===== config.mk =====
export PLATFORM = sky130hd
export DESIGN_NAME = obstacle_scheduler_flat
export DESIGN_NICKNAME = d
export VERILOG_FILES = /design/src/rtl/obs_pkg.sv /design/src/rtl/obstacle_scheduler_if.sv /design/src/rtl/obs_lfsr16.sv /design/src/rtl/obstacle_scheduler.sv /design/src/flat_wrapper.sv
export SDC_FILE = /design/constraint.sdc
export NUM_CORES = 1
export LEC_CHECK = 0
export ABC_CLOCK_PERIOD_IN_PS = 3750
export CORE_AREA = 8 8 110 112
export DETAILED_ROUTE_END_ITERATION = 7
export DIE_AREA = 0 0 118 120
export MAX_ROUTING_LAYER = met4
export PLACE_DENSITY = 0.71
export SYNTH_ARGS = -nofsm -noshare
export SYNTH_HDL_FRONTEND = slang
export SYNTH_SLANG_ARGS = --single-unit

===== constraint.sdc =====
create_clock -name clk -period 3.75 [get_ports clk]
set_clock_uncertainty 0.2 [all_clocks]
set_input_delay 0.5625 -clock clk [delete_from_list [all_inputs] [get_ports clk]]
set_output_delay 0.5625 -clock clk [all_outputs]
set_load 0.1 [all_outputs]

===== src/rtl/obs_pkg.sv =====
// Shared types and constants for the obstacle scheduler.
package obs_pkg;
    localparam int NUM_SLOTS = 3;
    localparam int X_W       = 13;
    localparam int GAP_W     = 10;

    localparam logic [1:0] OBS_SMALL = 2'd0;
    localparam logic [1:0] OBS_BIG   = 2'd1;
    localparam logic [1:0] OBS_PTERO = 2'd2;

    localparam int SMALL_W = 17;
    localparam int BIG_W   = 25;
    localparam int PTERO_W = 46;
    localparam int SPRITE_MAX_W = (PTERO_W > BIG_W) ?
                                  ((PTERO_W > SMALL_W) ? PTERO_W : SMALL_W) :
                                  ((BIG_W > SMALL_W) ? BIG_W : SMALL_W);

    typedef enum logic [1:0] {ST_IDLE, ST_RUN, ST_FROZEN} state_t;
endpackage


===== src/rtl/obstacle_scheduler_if.sv =====
// Game-FSM controls in, obstacle slot state out.
interface obstacle_scheduler_if;
    import obs_pkg::*;
    logic                    frame_tick;
    logic                    game_run;
    logic                    game_clear;
    logic                    collision;
    logic [3:0]              speed;
    logic signed [X_W-1:0]   cactus_x [NUM_SLOTS];
    logic [NUM_SLOTS-1:0]    cactus_active;
    logic [1:0]              cactus_type [NUM_SLOTS];
    logic                    frozen;

    modport master (output frame_tick, game_run, game_clear, collision, speed,
                    input  cactus_x, cactus_active, cactus_type, frozen);
    modport slave  (input  frame_tick, game_run, game_clear, collision, speed,
                    output cactus_x, cactus_active, cactus_type, frozen);
endinterface


===== src/rtl/obs_lfsr16.sv =====
// Free-running 16-bit Fibonacci LFSR (taps 16,14,13,11); exposes its low OUT_W bits.
module obs_lfsr16 #(
    parameter logic [15:0] SEED  = 16'hACE1,
    parameter int          OUT_W = 16
) (
    input  logic             clk,
    input  logic             rst_n,
    output logic [OUT_W-1:0] q
);
    logic [15:0] r;

    always_ff @(posedge clk or negedge rst_n) begin
        if (!rst_n) r <= SEED;
        else        r <= {r[14:0], r[15] ^ r[13] ^ r[12] ^ r[10]};
    end

    assign q = r[OUT_W-1:0];
endmodule


===== src/rtl/obstacle_scheduler.sv =====
// Three-slot obstacle spawner/scroller. Define OBS_PTERO_EN to allow pterodactyl spawns.
module obstacle_scheduler
    import obs_pkg::*;
#(
    parameter int          SCREEN_W  = 640,
    parameter int          OBS_MAX_W = SPRITE_MAX_W,
    parameter int          MIN_GAP   = 220,
    parameter logic [15:0] LFSR_SEED = 16'hACE1
) (
    input  logic                 clk,
    input  logic                 rst_n,
    obstacle_scheduler_if.slave  bus
);
`ifdef OBS_PTERO_EN
    localparam int RND_W = 10;
`else
    localparam int RND_W = 9;
`endif
    localparam logic signed [X_W-1:0] SPAWN_X  = X_W'(SCREEN_W);
    localparam logic signed [X_W-1:0] RETIRE_X = X_W'(-OBS_MAX_W);

    state_t                  state, state_nxt;
    logic signed [X_W-1:0]   x [NUM_SLOTS];
    logic signed [X_W-1:0]   x_nxt [NUM_SLOTS];
    logic [1:0]              typ [NUM_SLOTS];
    logic [1:0]              typ_nxt [NUM_SLOTS];
    logic [NUM_SLOTS-1:0]    act, act_nxt;
    logic [GAP_W-1:0]        gap, gap_nxt, next_gap, next_gap_nxt;
    logic [GAP_W:0]          gap_sum;
    logic [RND_W-1:0]        rnd;
    logic [1:0]              spawn_type;
    logic                    spawned;

    obs_lfsr16 #(.SEED(LFSR_SEED), .OUT_W(RND_W)) u_lfsr (.clk(clk), .rst_n(rst_n), .q(rnd));

`ifdef OBS_PTERO_EN
    assign spawn_type = (rnd[9:8] == 2'd3) ? OBS_SMALL : rnd[9:8];
`else
    assign spawn_type = {1'b0, rnd[8]};
`endif

    always_ff @(posedge clk or negedge rst_n) begin
        if (!rst_n) begin
            state    <= ST_IDLE;
            act      <= '0;
            gap      <= '0;
            next_gap <= GAP_W'(MIN_GAP);
            for (int i = 0; i < NUM_SLOTS; i++) begin
                x[i]   <= '0;
                typ[i] <= OBS_SMALL;
            end
        end else begin
            state    <= state_nxt;
            act      <= act_nxt;
            gap      <= gap_nxt;
            next_gap <= next_gap_nxt;
            x        <= x_nxt;
            typ      <= typ_nxt;
        end
    end

    always_comb begin
        state_nxt    = state;
        act_nxt      = act;
        gap_nxt      = gap;
        next_gap_nxt = next_gap;
        x_nxt        = x;
        typ_nxt      = typ;
        spawned      = 1'b0;
        gap_sum      = {1'b0, gap} + (GAP_W + 1)'(bus.speed);

        if (bus.game_clear) begin
            state_nxt    = ST_IDLE;
            act_nxt      = '0;
            gap_nxt      = '0;
            next_gap_nxt = GAP_W'(MIN_GAP);
        end else begin
            unique case (state)
                ST_IDLE: if (bus.game_run) state_nxt = ST_RUN;
                ST_RUN: begin
                    if (bus.collision) begin
                        state_nxt = ST_FROZEN;
                    end else if (!bus.game_run) begin
                        state_nxt = ST_IDLE;
                    end else if (bus.frame_tick) begin
                        for (int i = 0; i < NUM_SLOTS; i++) begin
                            if (act[i]) begin
                                x_nxt[i] = x[i] - X_W'(bus.speed);
                                if (x_nxt[i] <= RETIRE_X) act_nxt[i] = 1'b0;
                            end
                        end
                        gap_nxt = gap_sum[GAP_W] ? '1 : gap_sum[GAP_W-1:0];
                        // Free slots come from the pre-tick mask, so a slot retiring now waits a tick.
                        if (bus.speed != 4'd0 && gap_nxt >= next_gap) begin
                            for (int i = 0; i < NUM_SLOTS; i++) begin
                                if (!act[i] && !spawned) begin
                                    spawned    = 1'b1;
                                    act_nxt[i] = 1'b1;
                                    x_nxt[i]   = SPAWN_X;
                                    typ_nxt[i] = spawn_type;
                                end
                            end
                        end
                        if (spawned) begin
                            gap_nxt      = '0;
                            next_gap_nxt = GAP_W'(MIN_GAP) + {2'b00, rnd[7:0]};
                        end
                    end
                end
                ST_FROZEN: ;
                default: state_nxt = ST_IDLE;
            endcase
        end
    end

    assign bus.cactus_x      = x;
    assign bus.cactus_type   = typ;
    assign bus.cactus_active = act;
    assign bus.frozen        = (state == ST_FROZEN);
endmodule


===== src/flat_wrapper.sv =====
// flat-port wrapper written by rule: the top's interface ports become plain ports
module obstacle_scheduler_flat import obs_pkg::*;
#(
    parameter int          SCREEN_W  = 640,
    parameter int          OBS_MAX_W = SPRITE_MAX_W,
    parameter int          MIN_GAP   = 220,
    parameter logic [15:0] LFSR_SEED = 16'hACE1
)
  (clk, rst_n, bus_frame_tick, bus_game_run, bus_game_clear, bus_collision, bus_speed, bus_cactus_x, bus_cactus_active, bus_cactus_type, bus_frozen);
  obstacle_scheduler_if bus_i ();
  input  logic clk;
  input  logic rst_n;
  input wire logic [$bits(bus_i.frame_tick)-1:0] bus_frame_tick;
  input wire logic [$bits(bus_i.game_run)-1:0] bus_game_run;
  input wire logic [$bits(bus_i.game_clear)-1:0] bus_game_clear;
  input wire logic [$bits(bus_i.collision)-1:0] bus_collision;
  input wire logic [$bits(bus_i.speed)-1:0] bus_speed;
  output wire logic [$bits(bus_i.cactus_x)-1:0] bus_cactus_x;
  output wire logic [$bits(bus_i.cactus_active)-1:0] bus_cactus_active;
  output wire logic [$bits(bus_i.cactus_type)-1:0] bus_cactus_type;
  output wire logic [$bits(bus_i.frozen)-1:0] bus_frozen;
  assign bus_i.frame_tick = bus_frame_tick;
  assign bus_i.game_run = bus_game_run;
  assign bus_i.game_clear = bus_game_clear;
  assign bus_i.collision = bus_collision;
  assign bus_i.speed = bus_speed;
  assign bus_cactus_x = {>>{bus_i.cactus_x}};
  assign bus_cactus_active = bus_i.cactus_active;
  assign bus_cactus_type = {>>{bus_i.cactus_type}};
  assign bus_frozen = bus_i.frozen;
  obstacle_scheduler #(.SCREEN_W(SCREEN_W), .OBS_MAX_W(OBS_MAX_W), .MIN_GAP(MIN_GAP), .LFSR_SEED(LFSR_SEED)) u_core (.clk(clk), .rst_n(rst_n), .bus(bus_i));
endmodule

* Word level (Yosys, flattened, before mapping)
Cells that the tools add are included.
** Cells by class
- Equal/unequal tests :: 6
- $add $sub $neg :: 5
- Bitwise operators :: 6
- Reduce and logical (&&, ||, !) cells :: 20
- Multiplexer cells :: 61
- Magnitude comparators :: 4
** Operators by type and width (count)
- 2-to-1 mux 10 bit :: 13
- 2-to-1 mux 13 bit :: 6
- <= comparator 13 x 7 -> 1 bit, second input constant :: 3
- 2-to-1 mux 39 bit :: 1
- subtractor 13 x 4 -> 13 bit :: 3
- 2-to-1 mux 1 bit :: 30
- AND reduction 7 bit :: 3
- 2-to-1 mux 3 bit :: 6
- adder 10 x 4 -> 11 bit :: 1
- greater-or-equal comparator 10 bit :: 1
- AND reduction 5 bit :: 2
- adder 8 x 8 -> 9 bit, first input constant :: 1
- 2-to-1 mux 2 bit :: 4
- nonzero test 2 bit :: 4
- one-hot mux 2 bit (3 select lines) :: 1
- logical NOT 1 bit :: 4
- inequality test 2 bit, second input constant :: 2
- inequality test 4 bit, second input constant :: 1
- AND reduction 4 bit :: 1
- nonzero test 4 bit :: 1
- logical AND 1 bit :: 3
- inequality test 3 bit, second input constant :: 1
- NOT 1 bit :: 3
- AND reduction 3 bit :: 1
- other kinds (4) :: 6
** Storage, ports and cells
- Input port bits :: 10
- Bits in registers :: 83
- Logic and storage cells :: 113
- Output and inout bits :: 49

* Depth between registers and ports, before layout
Gate-level depths: netlist of the first run.
- Depth in word-level cells :: 34
- Gate-level depth with buffers :: 17
- Gate-level depth less buffers :: 16

* Modules after synthesis
Synthesis of the first run repeated with hierarchy kept, for this count alone.
** Unflattened totals
- Cells, all modules :: 535
- Area total of the unflattened synthesis :: 5142.4 um^2
** By module, submodules not included
- obstacle_scheduler :: cells an instance 507, times used 1, sequential area each 1657.8 um^2, area each 4638.2 um^2
- obs_lfsr16 :: cells an instance 28, times used 1, sequential area each 410.4 um^2, area each 504.2 um^2

* Least setup slack after synthesis of the first run
No wires, ideal clock.
- Path type :: input -> register
- From :: input bus_speed[0]
- To :: register u_core.act[0], in the netlist u_core.bus.cactus_active[0]
- Data required time :: 3429 ps
- Setup time :: 121 ps
- Slack :: 131 ps
- Buffers on the path :: 1
- Stages on the path :: 16
- Data arrival time :: 3298 ps
- Cells stage by stage :: ha_1 inv_1 fa_1 nor2b_4 o31a_1 nand2_1 o21ai_0 ha_1 a21oi_1 o21ai_0 o2bb2ai_1 a211o_4 and2_1 o21a_1 buf_2 a22o_1
** Between the ends
- Longest elaborated chain between the ends :: 11
- Elaborated cells between the ends (all ways) :: 16
- Classes of those cells :: add/sub: 2; order compare: 2; mux: 10; reduce/logical: 2
** Ends and longest elaborated chain
- start, declared :: line flat_wrapper.sv:17 : input wire logic [$bits(bus_i.speed)-1:0] bus_speed;
- subtractor 13 x 4 -> 13 bit :: line obstacle_scheduler.sv:88 : x_nxt[i] = x[i] - X_W'(bus.speed);
- <= comparator 13 x 7 -> 1 bit :: line obstacle_scheduler.sv:89 : if (x_nxt[i] <= RETIRE_X) act_nxt[i] = 1'b0;
- 2-to-1 mux 1 bit :: line obstacle_scheduler.sv:89
- 2-to-1 mux 1 bit :: line obstacle_scheduler.sv:87 : if (act[i]) begin
- 2-to-1 mux 1 bit :: line obstacle_scheduler.sv:96 : if (!act[i] && !spawned) begin
- 2-to-1 mux 3 bit * :: line obstacle_scheduler.sv:94 : if (bus.speed != 4'd0 && gap_nxt >= next_gap) begin
- 2-to-1 mux 3 bit * :: line obstacle_scheduler.sv:85 : end else if (bus.frame_tick) begin
- 2-to-1 mux 3 bit * :: line obstacle_scheduler.sv:83 : end else if (!bus.game_run) begin
- 2-to-1 mux 3 bit * :: line obstacle_scheduler.sv:81 : if (bus.collision) begin
- 2-to-1 mux 3 bit * :: line obstacle_scheduler.sv:78 : unique case (state)
- 2-to-1 mux 3 bit * :: line obstacle_scheduler.sv:72 : if (bus.game_clear) begin
- end signal, assigned :: line obstacle_scheduler.sv:54 : act <= act_nxt;
- end, declared :: line obstacle_scheduler.sv:27 : logic [NUM_SLOTS-1:0] act, act_nxt;
Mark *: on every way between the ends. The rest lies on a longest branch, timed or not. The select of a mux whose other input is x is not followed.
A chain may end at the register's enable or synchronous reset.

* Final worst setup path of the first run
- From :: input bus_speed[3]
- To :: register u_core.x (netlist bit u_core.bus.cactus_x[13])
** Between the ends
- Longest elaborated chain between the ends :: 5
- Elaborated cells between the ends (all ways) :: 6
- Classes of those cells :: add/sub: 1; order compare: 1; mux: 2; reduce/logical: 2
** Ends and longest elaborated chain
- adder 10 x 4 -> 11 bit :: line obstacle_scheduler.sv:70 : gap_sum = {1'b0, gap} + (GAP_W + 1)'(bus.speed);
- 2-to-1 mux 10 bit :: line obstacle_scheduler.sv:92 : gap_nxt = gap_sum[GAP_W] ? '1 : gap_sum[GAP_W-1:0];
- greater-or-equal comparator 10 bit :: line obstacle_scheduler.sv:94
- logical AND 1 bit * :: line obstacle_scheduler.sv:94
- 2-to-1 mux 39 bit * :: line obstacle_scheduler.sv:94
- end signal, assigned :: line obstacle_scheduler.sv:57 : x <= x_nxt;
- end, declared :: line obstacle_scheduler.sv:23 : logic signed [X_W-1:0] x [NUM_SLOTS];
Mark *: on every way between the ends. The rest lies on a longest branch, timed or not.

==> flow_summary_export.csv, run 1 <==
group,metric,value,unit
status,status,"complete, no violations",
floorplan,chipWidth,118,um
route,drtAntennaViolNets,0,
synth,synth_edf_count,0,
floorplan,pin_count,59,
synth,synth-compound-area-share,19.6,%
floorplan,die_area,14200,um2
floorplan,die_y,120,um
grt,grt_antenna_before_repair,0,
grt,gr-usage-all-layers,18.5,%
synth,syn_area_per_cell,9.26,um2
synth,synthMuxAreaShare,0.869,%
critical_path,path_cells,"clkdlybuf4s50_1 > ha_1 > o21a_1 > o31a_1 > buf_4 > a31oi_1 > ha_1 > nand3_1 > nor2_1 > o2bb2ai_2 > a211o_4 > nor2b_2 > o21ai_2 > buf_4 > o2bb2ai_1",
pwr,finalPower,0.00175,W
grt,grt_max_degree,83,
floorplan,core,10500,um2
synth,synthFlopType,"dfrtp_1",
final_layout,fin_cells,769,
synth,synthXorXnorAreaFrac,6.26,%
synth,async_reset_ff_share,100,%
final_layout,fillCellCount,923,
critical_path,start_kind,"primary input",
timing,finalSetupViolCount,0,
timing,slew_headroom,29.3,%
critical_path,cp.buffers_inverters,3,
synth,yosys.area.top_type,"dfrtp_1",
synth,yosysSeqAreaShare,41.0,%
synth,yosysWarnings,0,
critical_path,required,3840,ps
timing,period_share,96.7,%
critical_path,cp.arrival,3710,ps
floorplan,rows,38,
floorplan,initial_core_util,48.0,%
critical_path,slowest_stage,"clkdlybuf4s50_1",
clocking,clk_pin_slew_worst_paths,80,ps
critical_path,cpPeakStageDelay,440,ps
critical_path,r2r_end,"u_core.bus.cactus_x[13]$_DFFE_PN0P_",
timing,worst_slack,125,ps
grt,first_global_vias,4258,
synth,yosys-top-cells-area,"dfrtp_1 (34%), dfstp_2 (6.8%), ha_1 (6.5%), nand2_1 (3.9%), xnor2_1 (3.7%)",
clocking,cts_tree,"yes",
synth,ys_ff_latch,82,
final_layout,seq_area,2070,um2
place,pre_cts_ws,-639,ps
timing,period_minus_slack,3630,ps
synth,yosysMostFrequentCell,"dfrtp_1",
place,numPortBuffers,55,
route,drc_errors,0,
synth,synthSimpleGateAreaFrac,19.5,%
critical_path,worstSetupPathType,"in2reg",
pwr,peakVddDrop,0.216,mV
synth,synth_top_area_share,34.3,%
pwr,p_leak,2.85,nW
critical_path,path_max_fanout,6,
timing,fmax,0.276,GHz
clocking,cts_buffers,9,
grt,overflow,0,
route,finalWirelength,12500,um
timing,tns,0,ps
route,num_vias,4315,
route,via_per_inst,5.61,
final_layout,final_nets,664,
synth,ys_types,69,
critical_path,worstRegToRegCells,16,
route,wl_per_cell,16.3,um
final_layout,final_layout_size_suffix_gt1_share,16.1,%
synth,synth_top_family_by_area,"compound AO/OA/AOI/OAI gates",
place,placed_cells,752,
clocking,post_cts_buffers,0,
clocking,clock_path_buffers,2,
run,drv_cap,0,
final_layout,multi_input_area,2840,um2
pwr,p_per_area,281,nW/um2
place,gp_congestion,0.904,
grt,grt_pass1_wl,21200,um
timing,worst_slew_pin_slew,1060,ps
clocking,root_buffer,"clkbuf_8",
clocking,ctsHtreeMaxLevel,3,
synth,syn-cell-area,5040,um2
place,place_hpwl,9160,um
timing,drv_slew,0,
critical_path,r2r-start,"u_core.gap[0]$_DFFE_PN0P_",
clocking,cts_sinks,82,
final_layout,syn_to_final_growth,23.6,%
final_layout,diodes,0,
timing,hold_violations,0,
clocking,worstSkewPairLatency,380,ps
synth,synth_common_cells,"dfrtp_1 (69), nand2_1 (52), nor2_1 (43)",
critical_path,critical_path.endpoint_type,"flop",
route,dr.pass1.iters,4,
synth,yosys.area_share.adder,8.05,%
critical_path,r2r_setup_slack,160,ps
synth,syn_inst,544,
route,dr.first_iter.drc_count,334,
critical_path,critPathTopFamily,"compound AO/OA/AOI/OAI gates",
critical_path,crit_cells,15,
min_path,hold_class,"in2async",
## worst max path at each step
stage / start / endpoint
6_report: bus_speed[3] / u_core.bus.cactus_x[13]$_DFFE_PN0P_
5_1_grt: bus_speed[3] / u_core.bus.cactus_x[22]$_DFFE_PN0P_
4_1_cts: bus_speed[1] / u_core.bus.cactus_type[4]$_DFFE_PN0P_
3_5_place_dp: bus_speed[0] / u_core.bus.cactus_active[0]$_DFFE_PN0P_
3_3_place_gp: bus_speed[0] / u_core.bus.cactus_active[0]$_DFFE_PN0P_
2_1_floorplan: bus_speed[0] / u_core.bus.cactus_active[0]$_DFFE_PN0P_
## layout by cell type, fill, tap and decap left out, types with 5 or more instances in the layout
cell type	netlist	final
o21ai_1	2	6
clkbuf_8	0	10
a211o_1	5	5
a22o_1	13	13
nand3_1	16	16
or3_1	7	7
nand2b_1	9	9
xnor2_1	21	20
buf_4	3	36
o21ai_0	25	19
clkdlybuf4s50_1	0	49
xor2_1	15	15
nor3_1	21	21
and2_1	7	5
nand2_1	52	51
a31oi_1	12	12
nor2_1	43	42
o22ai_1	6	6
nor2b_1	9	8
a21oi_1	30	27
a21o_1	7	7
ha_1	26	23
dfstp_2	13	13
dfrtp_1	69	69
inv_1	32	31
o2bb2ai_1	10	9
## cell families after synthesis
| group | Yosys count |
|---|---|
| and+or+nand+nor | 192 |
| AOI/OAI and AO/OA | 144 |
| DFF | 82 |
| buffers and inverters | 55 |
| xor gates and xnor gates | 36 |
| adders and majority gates | 30 |
| muxes | 4 |
| other | 1 |
## metal layers
layer / up-vias / track usage [%] / wire length, um
met5: - / - / 0
met4: 0 / 6.49 / 184
met3: 18 / 3.85 / 556
met2: 90 / 29.3 / 6080
met1: 2105 / 23.2 / 5690
li1: 2102 / - / -
## layout make-up
| type | instances | area share (%) |
|---|---|---|
| inverters | 32 | 1.93 |
| clock buffers | 13 | 3.07 |
| repair buffers | 90 | 13.1 |
| clock inverters | 3 | 0.422 |
| multi-input cells | 409 | 45.5 |
| well taps | 140 | 2.81 |
| flip-flops and latches | 82 | 33.2 |
## state kept, by name (all words and copies together), names as in the netlist
register,flops
u_core.bus.cactus_type,3
u_core.next_gap,9
u_core.state,2
u_core.u_lfsr.r,16
u_core.gap,10
u_core.bus.cactus_x,39
u_core.bus.cactus_active,3
## worst register-to-register path, cell delays in order, from the launching register on
cell       delay (ps)
dfrtp_1           360
ha_2              190
inv_1              60
fa_2              410
nor2b_4           140
o31a_1            210
a31oi_1           100
a31oi_1           210
ha_1              290
nand3_1           130
nor2_1             80
o2bb2ai_2         130
a211o_4           340
nor2b_2           180
o21ai_2           190
buf_4             190
o2bb2ai_1         110
## per-stage QoR
step / utilization [%] / hold WS (ps) / area [um2]
after detailed placement: 56.2 / 138 / 5910
after global placement: 56.2 / 140 / 5910
after floorplan: - / 66.9 / 5050
after global routing: 59.3 / 179 / 6230
final: 59.3 / 134 / 6230
after CTS: 58.5 / 168 / 6140
## power by group
part           total, W  internal (W)  switching, W
clock          0.000689      0.000345      0.000344
sequential     0.000892      0.000888    0.00000456
combinational  0.000171     0.0000561      0.000114
total           0.00175       0.00129      0.000463
## timing repair
action	in CTS	in global routing
cloned	0	1
hold buffers	0	0
pin swaps	1	8
setup endpoints to repair	61	58
gates resized for setup	7	28
Power figures use the tool's default switching activity.
==> run 2: changes to the inputs <==
--- a/config.mk
+++ b/config.mk
@@ -5,8 +5,9 @@
 export SDC_FILE = /design/constraint.sdc
 export NUM_CORES = 1
 export LEC_CHECK = 0
-export ABC_CLOCK_PERIOD_IN_PS = 3750
+export ABC_CLOCK_PERIOD_IN_PS = 3900
 export CORE_AREA = 8 8 110 112
+export CTS_BUF_LIST = sky130_fd_sc_hd__clkbuf_8
 export DETAILED_ROUTE_END_ITERATION = 7
 export DIE_AREA = 0 0 118 120
 export MAX_ROUTING_LAYER = met4
==> constraint.sdc (replaced) <==
create_clock -name clk -period 3.9 [get_ports clk]
set_clock_uncertainty 0.2 [all_clocks]
set_input_delay 0.585 -clock clk [delete_from_list [all_inputs] [get_ports clk]]
set_output_delay 0.585 -clock clk [all_outputs]
set_load 0.1 [all_outputs]
==> run 2 against run 1 <==
Count of clock-buffer cells in the layout shrank 3. Total power shrank 5.4%. Largest cell class unchanged. Highest routed layer unchanged. Flip-flop and latch count is the same. Sequential power shrank 3.8%. Design area shrank 0.92%.
==> flow_summary_export.csv, run 2 (same netlist as run 1, synthesis figures left out) <==
group,metric,value,unit
status,status,"complete, no violations",
place,numPortBuffers,55,
critical_path,cp.arrival,3750,ps
final_layout,fin_util,58.7,%
pwr,p_per_area,269,nW/um2
timing,period_minus_slack,3720,ps
route,drc_errors,0,
timing,period_share,95.3,%
floorplan,rows,38,
run,drv_cap,0,
route,num_vias,4315,
grt,grt_pass1_wl,20900,um
critical_path,r2r-start,"u_core.gap[0]$_DFFE_PN0P_",
grt,grt_max_degree,83,
critical_path,critical_path.endpoint_type,"flop",
final_layout,final_layout_size_suffix_gt1_share,14.4,%
route,finalWirelength,12300,um
route,dr.first_iter.drc_count,272,
route,drtAntennaViolNets,0,
grt,first_global_vias,4320,
critical_path,worstSetupPathType,"in2reg",
clocking,root_buffer,"clkbuf_8",
route,wl_per_cell,15.9,um
place,gp_congestion,0.939,
timing,worst_slew_pin_slew,1040,ps
critical_path,r2r_setup_slack,360,ps
final_layout,final_nets,665,
clocking,worstSkewPairLatency,360,ps
critical_path,start_kind,"primary input",
timing,drv_slew,0,
final_layout,largest_reg_flops,39,
pwr,p_leak,2.83,nW
critical_path,crit_path_end,"u_core.bus.cactus_x[22]$_DFFE_PN0P_",
critical_path,r2r_end,"u_core.bus.cactus_x[22]$_DFFE_PN0P_",
min_path,hold_class,"in2async",
floorplan,chipWidth,118,um
floorplan,core,10500,um2
timing,hold_violations,0,
place,place_hpwl,9050,um
final_layout,syn_to_final_growth,22.5,%
clocking,clock_path_buffers,2,
final_layout,diodes,0,
grt,gr-usage-all-layers,18.2,%
timing,slew_headroom,30.9,%
clocking,hold_buffers,0,
clocking,ctsHtreeMaxLevel,3,
floorplan,initial_core_util,48.0,%
final_layout,final_cell_mix,"dfrtp_1 (69), clkdlybuf4s50_1 (52), nand2_1 (51)",
clocking,cts_tree,"yes",
critical_path,crit_start,"bus_speed[1]",
grt,overflow,0,
clocking,cts_buffers,9,
timing,finalSetupViolCount,0,
timing,holdWs,159,ps
clocking,post_cts_buffers,0,
critical_path,path_max_fanout,11,
floorplan,die_area,14200,um2
floorplan,die_y,120,um
floorplan,pin_count,59,
route,via_per_inst,5.60,
timing,fmax,0.269,GHz
critical_path,worstRegToRegCells,17,
grt,grt_antenna_before_repair,0,
critical_path,required,3930,ps
clocking,clk_pin_slew_worst_paths,90,ps
final_layout,layout_commonest_cell,"dfrtp_1",
clocking,cts_sinks,82,
pwr,peakVddDrop,0.224,mV
route,dr.pass1.iters,4,
## run 2: cell count changes in the layout (fill, tap and decap cells not counted), sizes merged
cell and change:
clkinv +3, inv -1, dlygate4sd2 +1, bufinv +1, clkbuf -4, dlymetal6s2s -2
clkdlybuf4s50 +3
## run 2: metrics by stage
| stage | instances | total power [W] | TNS [ps] | area (um2) | setup WS [ps] |
|---|---|---|---|---|---|
| 2_1_floorplan | 546 | 0.000976 | 0 | 5050 | 258 |
| 3_3_place_gp | 754 | 0.00103 | -16330 | 5930 | -427 |
| 3_5_place_dp | 754 | 0.00104 | -20490 | 5930 | -519 |
| 4_1_cts | 770 | 0.00167 | 0 | 6140 | 97.2 |
| 5_1_grt | 770 | 0.00172 | -68.7 | 6170 | -28.2 |
| 6_report | 770 | 0.00166 | 0 | 6170 | 182 |
## run 2: what timing repair did
| action | 4_1_cts | 5_1_grt |
|---|---|---|
| pin swaps | 1 | 2 |
| gates resized for setup | 6 | 11 |
| endpoints found under the setup margin | 24 | 40 |
## run 2: critical path: stages
cell and delay (ps):
clkdlybuf4s50_1 440, buf_4 170, ha_1 300, a21oi_2 180, o22ai_2 130, nand2_1 90
xor2_1 150, nand2_1 90, ha_1 300, a21o_1 160, a21o_1 190, a211o_4 350
nor2b_1 170, o21ai_1 160, buf_6 180, a22oi_1 90
## run 2: layer usage
metal | up-vias | track usage [%] | wire length [um]
li1 | 2107 | - | -
met1 | 2080 | 22.0 | 5580
met2 | 105 | 30.1 | 5940
met3 | 23 | 3.62 | 505
met4 | 0 | 6.08 | 240
met5 | - | - | 0
## run 2: final cells by class
| type | instances | area, um2 |
|---|---|---|
| inverters | 32 | 120 |
| multi-input cells | 409 | 2780 |
| clock buffers | 10 | 138 |
| well taps | 140 | 175 |
| fillers | 898 | 4340 |
| clock inverters | 6 | 66.3 |
| flip-flops and latches | 82 | 2070 |
| repair buffers | 91 | 822 |
## run 2: power by group
group | internal (W) | total (W) | leakage, nW | switching [W]
combinational | 0.0000536 | 0.000163 | 1.65 | 0.000109
clock | 0.000315 | 0.000638 | 0.106 | 0.000323
sequential | 0.000853 | 0.000858 | 1.08 | 0.00000415
## run 2: worst min-delay path by stage
stage / startpoint / to / cells after the start
3_3_place_gp: u_core.u_lfsr.r[14]$_DFF_PN0_ / u_core.u_lfsr.r[15]$_DFF_PN1_ / 0
5_1_grt: u_core.u_lfsr.r[14]$_DFF_PN0_ / u_core.u_lfsr.r[15]$_DFF_PN1_ / 0
4_1_cts: u_core.u_lfsr.r[9]$_DFF_PN0_ / u_core.u_lfsr.r[10]$_DFF_PN1_ / 0
2_1_floorplan: rst_n / u_core.bus.cactus_active[0]$_DFFE_PN0P_ / 0
6_report: rst_n / u_core.bus.cactus_x[10]$_DFFE_PN0P_ / 1
3_5_place_dp: u_core.u_lfsr.r[9]$_DFF_PN0_ / u_core.u_lfsr.r[10]$_DFF_PN1_ / 0
==> run 3: changes to the inputs <==
--- a/config.mk
+++ b/config.mk
@@ -12,6 +12,7 @@
 export DIE_AREA = 0 0 118 120
 export MAX_ROUTING_LAYER = met4
 export PLACE_DENSITY = 0.71
+export SETUP_SLACK_MARGIN = 0.15
 export SYNTH_ARGS = -nofsm -noshare
 export SYNTH_HDL_FRONTEND = slang
 export SYNTH_SLANG_ARGS = --single-unit
==> run 3 against run 2 <==
Non-clock buffer count up 1. Clock power about the same. First-iteration DRC count up 8.8%. Total power up 0.20%. Hold slack about the same. Largest power group unchanged.
==> flow_summary_export.csv, run 3 (same netlist as run 1, synthesis figures left out) <==
group,metric,value,unit
status,status,"complete, no violations",
critical_path,required,3930,ps
critical_path,critical_path.endpoint_type,"flop",
critical_path,cp.buffers_inverters,3,
critical_path,worstSetupPathType,"in2reg",
timing,slew_headroom,30.9,%
clocking,root_buffer,"clkbuf_8",
place,gp_congestion,0.939,
route,drtAntennaViolNets,0,
clocking,ctsHtreeMaxLevel,3,
pwr,p_leak,2.85,nW
floorplan,core,10500,um2
floorplan,pin_count,59,
grt,overflow,0,
route,finalWirelength,12300,um
timing,hold_violations,0,
clocking,clock_path_buffers,2,
route,drc_errors,0,
grt,grt_use_met1,22.0,%
route,dr.pass1.iters,4,
floorplan,initial_core_util,48.0,%
timing,holdWs,159,ps
grt,grt_antenna_before_repair,0,
run,drv_cap,0,
final_layout,diodes,0,
critical_path,path_cells,"clkdlybuf4s50_1 > ha_4 > nand3_1 > o22ai_2 > buf_4 > xnor2_1 > nand2_1 > ha_1 > nand3_1 > nor2_1 > o2bb2ai_1 > a211o_4 > nor2b_1 > o21ai_1 > buf_6 > a22oi_1",
floorplan,chipWidth,118,um
route,num_vias,4337,
final_layout,final_nets,666,
floorplan,die_y,120,um
final_layout,fillCellCount,892,
grt,busiest_layer,"met2",
critical_path,start_kind,"primary input",
place,place_hpwl,9050,um
final_layout,final_layout_size_suffix_gt1_share,15.4,%
timing,worst_slew_pin_slew,1040,ps
clocking,worstSkewPairLatency,360,ps
grt,grt_max_degree,83,
critical_path,critPathTopFamily,"compound AO/OA/AOI/OAI gates",
grt,grt_pass1_wl,20900,um
grt,gr-usage-met2,30.1,%
clocking,clk_pin_slew_worst_paths,90,ps
route,dr.first_iter.drc_count,296,
clocking,cts_buffers,9,
min_path,hold_class,"in2async",
timing,drv_slew,0,
clocking,cts_tree,"yes",
timing,period_share,91.3,%
timing,tns,0,ps
final_layout,layout_commonest_cell,"dfrtp_1",
timing,rsz0062_at_grt,"no",
critical_path,path_common_cell,"nand3_1",
critical_path,cp.arrival,3590,ps
final_layout,fin_cells,771,
pwr,p_per_area,268,nW/um2
critical_path,path_max_fanout,11,
timing,period_minus_slack,3560,ps
final_layout,syn_to_final_growth,23.2,%
place,numPortBuffers,55,
critical_path,r2r_setup_slack,340,ps
floorplan,rows,38,
place,placed_cells,754,
critical_path,crit_start,"bus_speed[3]",
grt,gr-usage-all-layers,18.2,%
clocking,cts_sinks,82,
timing,finalSetupViolCount,0,
timing,fmax,0.281,GHz
floorplan,die_area,14200,um2
pwr,peakVddDrop,0.224,mV
route,wl_per_cell,16.0,um
final_layout,largest_reg_flops,39,
critical_path,cpPeakStageDelay,480,ps
critical_path,slowest_stage,"clkdlybuf4s50_1",
clocking,hold_buffers,0,
grt,first_global_vias,4322,
grt,grt.met3_usage,3.62,%
route,via_per_inst,5.63,
final_layout,final_cell_mix,"dfrtp_1 (69), nand2_1 (51), clkdlybuf4s50_1 (50)",
critical_path,r2r-start,"u_core.gap[0]$_DFFE_PN0P_",
==> run 3: changes by cell type in the layout (fill, tap and decap cells not counted), moves of 2 or more <==
cell,delta
ha_4,+2
ha_1,-2
clkdlybuf4s50_1,-2
dlymetal6s2s_1,+2
==> run 3: repair_timing <==
item | CTS | global route
pin swaps | 2 | 4
gates resized for setup | 8 | 18
setup endpoints to repair | 57 | 54
setup buffers | 0 | 1
==> run 3: worst reg2reg max path: stages (launching register included) <==
cell	delay, ps
dfrtp_1	360
ha_2	190
inv_1	60
fa_2	410
nor2b_4	140
o31a_1	220
buf_4	150
and2_4	130
nor2_1	40
ha_1	260
nor2b_1	110
o21ai_1	80
o2bb2ai_1	140
a211o_4	350
nor2b_1	160
o21ai_1	160
buf_6	180
a22oi_1	100
==> run 3: final timing paths <==
check,to,depth (start not counted)
worst max-delay path,u_core.bus.cactus_x[22]$_DFFE_PN0P_,16
worst min-delay path,u_core.bus.cactus_x[10]$_DFFE_PN0P_,1
worst max register to register,u_core.bus.cactus_x[22]$_DFFE_PN0P_,17
worst min register to register,u_core.u_lfsr.r[10]$_DFF_PN1_,0
max in group asynchronous,u_core.bus.cactus_x[3]$_DFFE_PN0P_,1
min in group clk,u_core.u_lfsr.r[10]$_DFF_PN1_,0
==> run 3: routing by layer <==
layer,wire [um],vias to the layer above
met4,223,0
met2,6030,115
met5,0,-
li1,-,2106
met1,5560,2093
met3,536,23
==> run 3: stage by stage <==
stage / power, W / area [um2] / setup WS (ps) / utilization [%]
floorplan: 0.000976 / 5050 / 258 / -
global placement: 0.00103 / 5930 / -427 / 56.4
detailed placement: 0.00104 / 5930 / -519 / 56.4
CTS: 0.00167 / 6150 / 189 / 58.5
global route: 0.00172 / 6210 / 129 / 59.1
finish: 0.00166 / 6210 / 338 / 59.1
==> run 3: power breakdown <==
| group | switching [W] | internal (W) | leakage, nW |
|---|---|---|---|
| Clock | 0.000324 | 0.000315 | 0.106 |
| Sequential | 0.00000423 | 0.000853 | 1.08 |
| Combinational | 0.000110 | 0.0000545 | 1.67 |
==> run 3: final cells by class <==
class	instances	area, um2	share of cell area [%]
inverter	32	120	1.93
tap	140	175	2.82
sequential	82	2070	33.3
clock buffer	10	138	2.22
multi-input combinational	409	2810	45.3
timing repair buffer	92	831	13.4
clock inverter	6	66.3	1.07
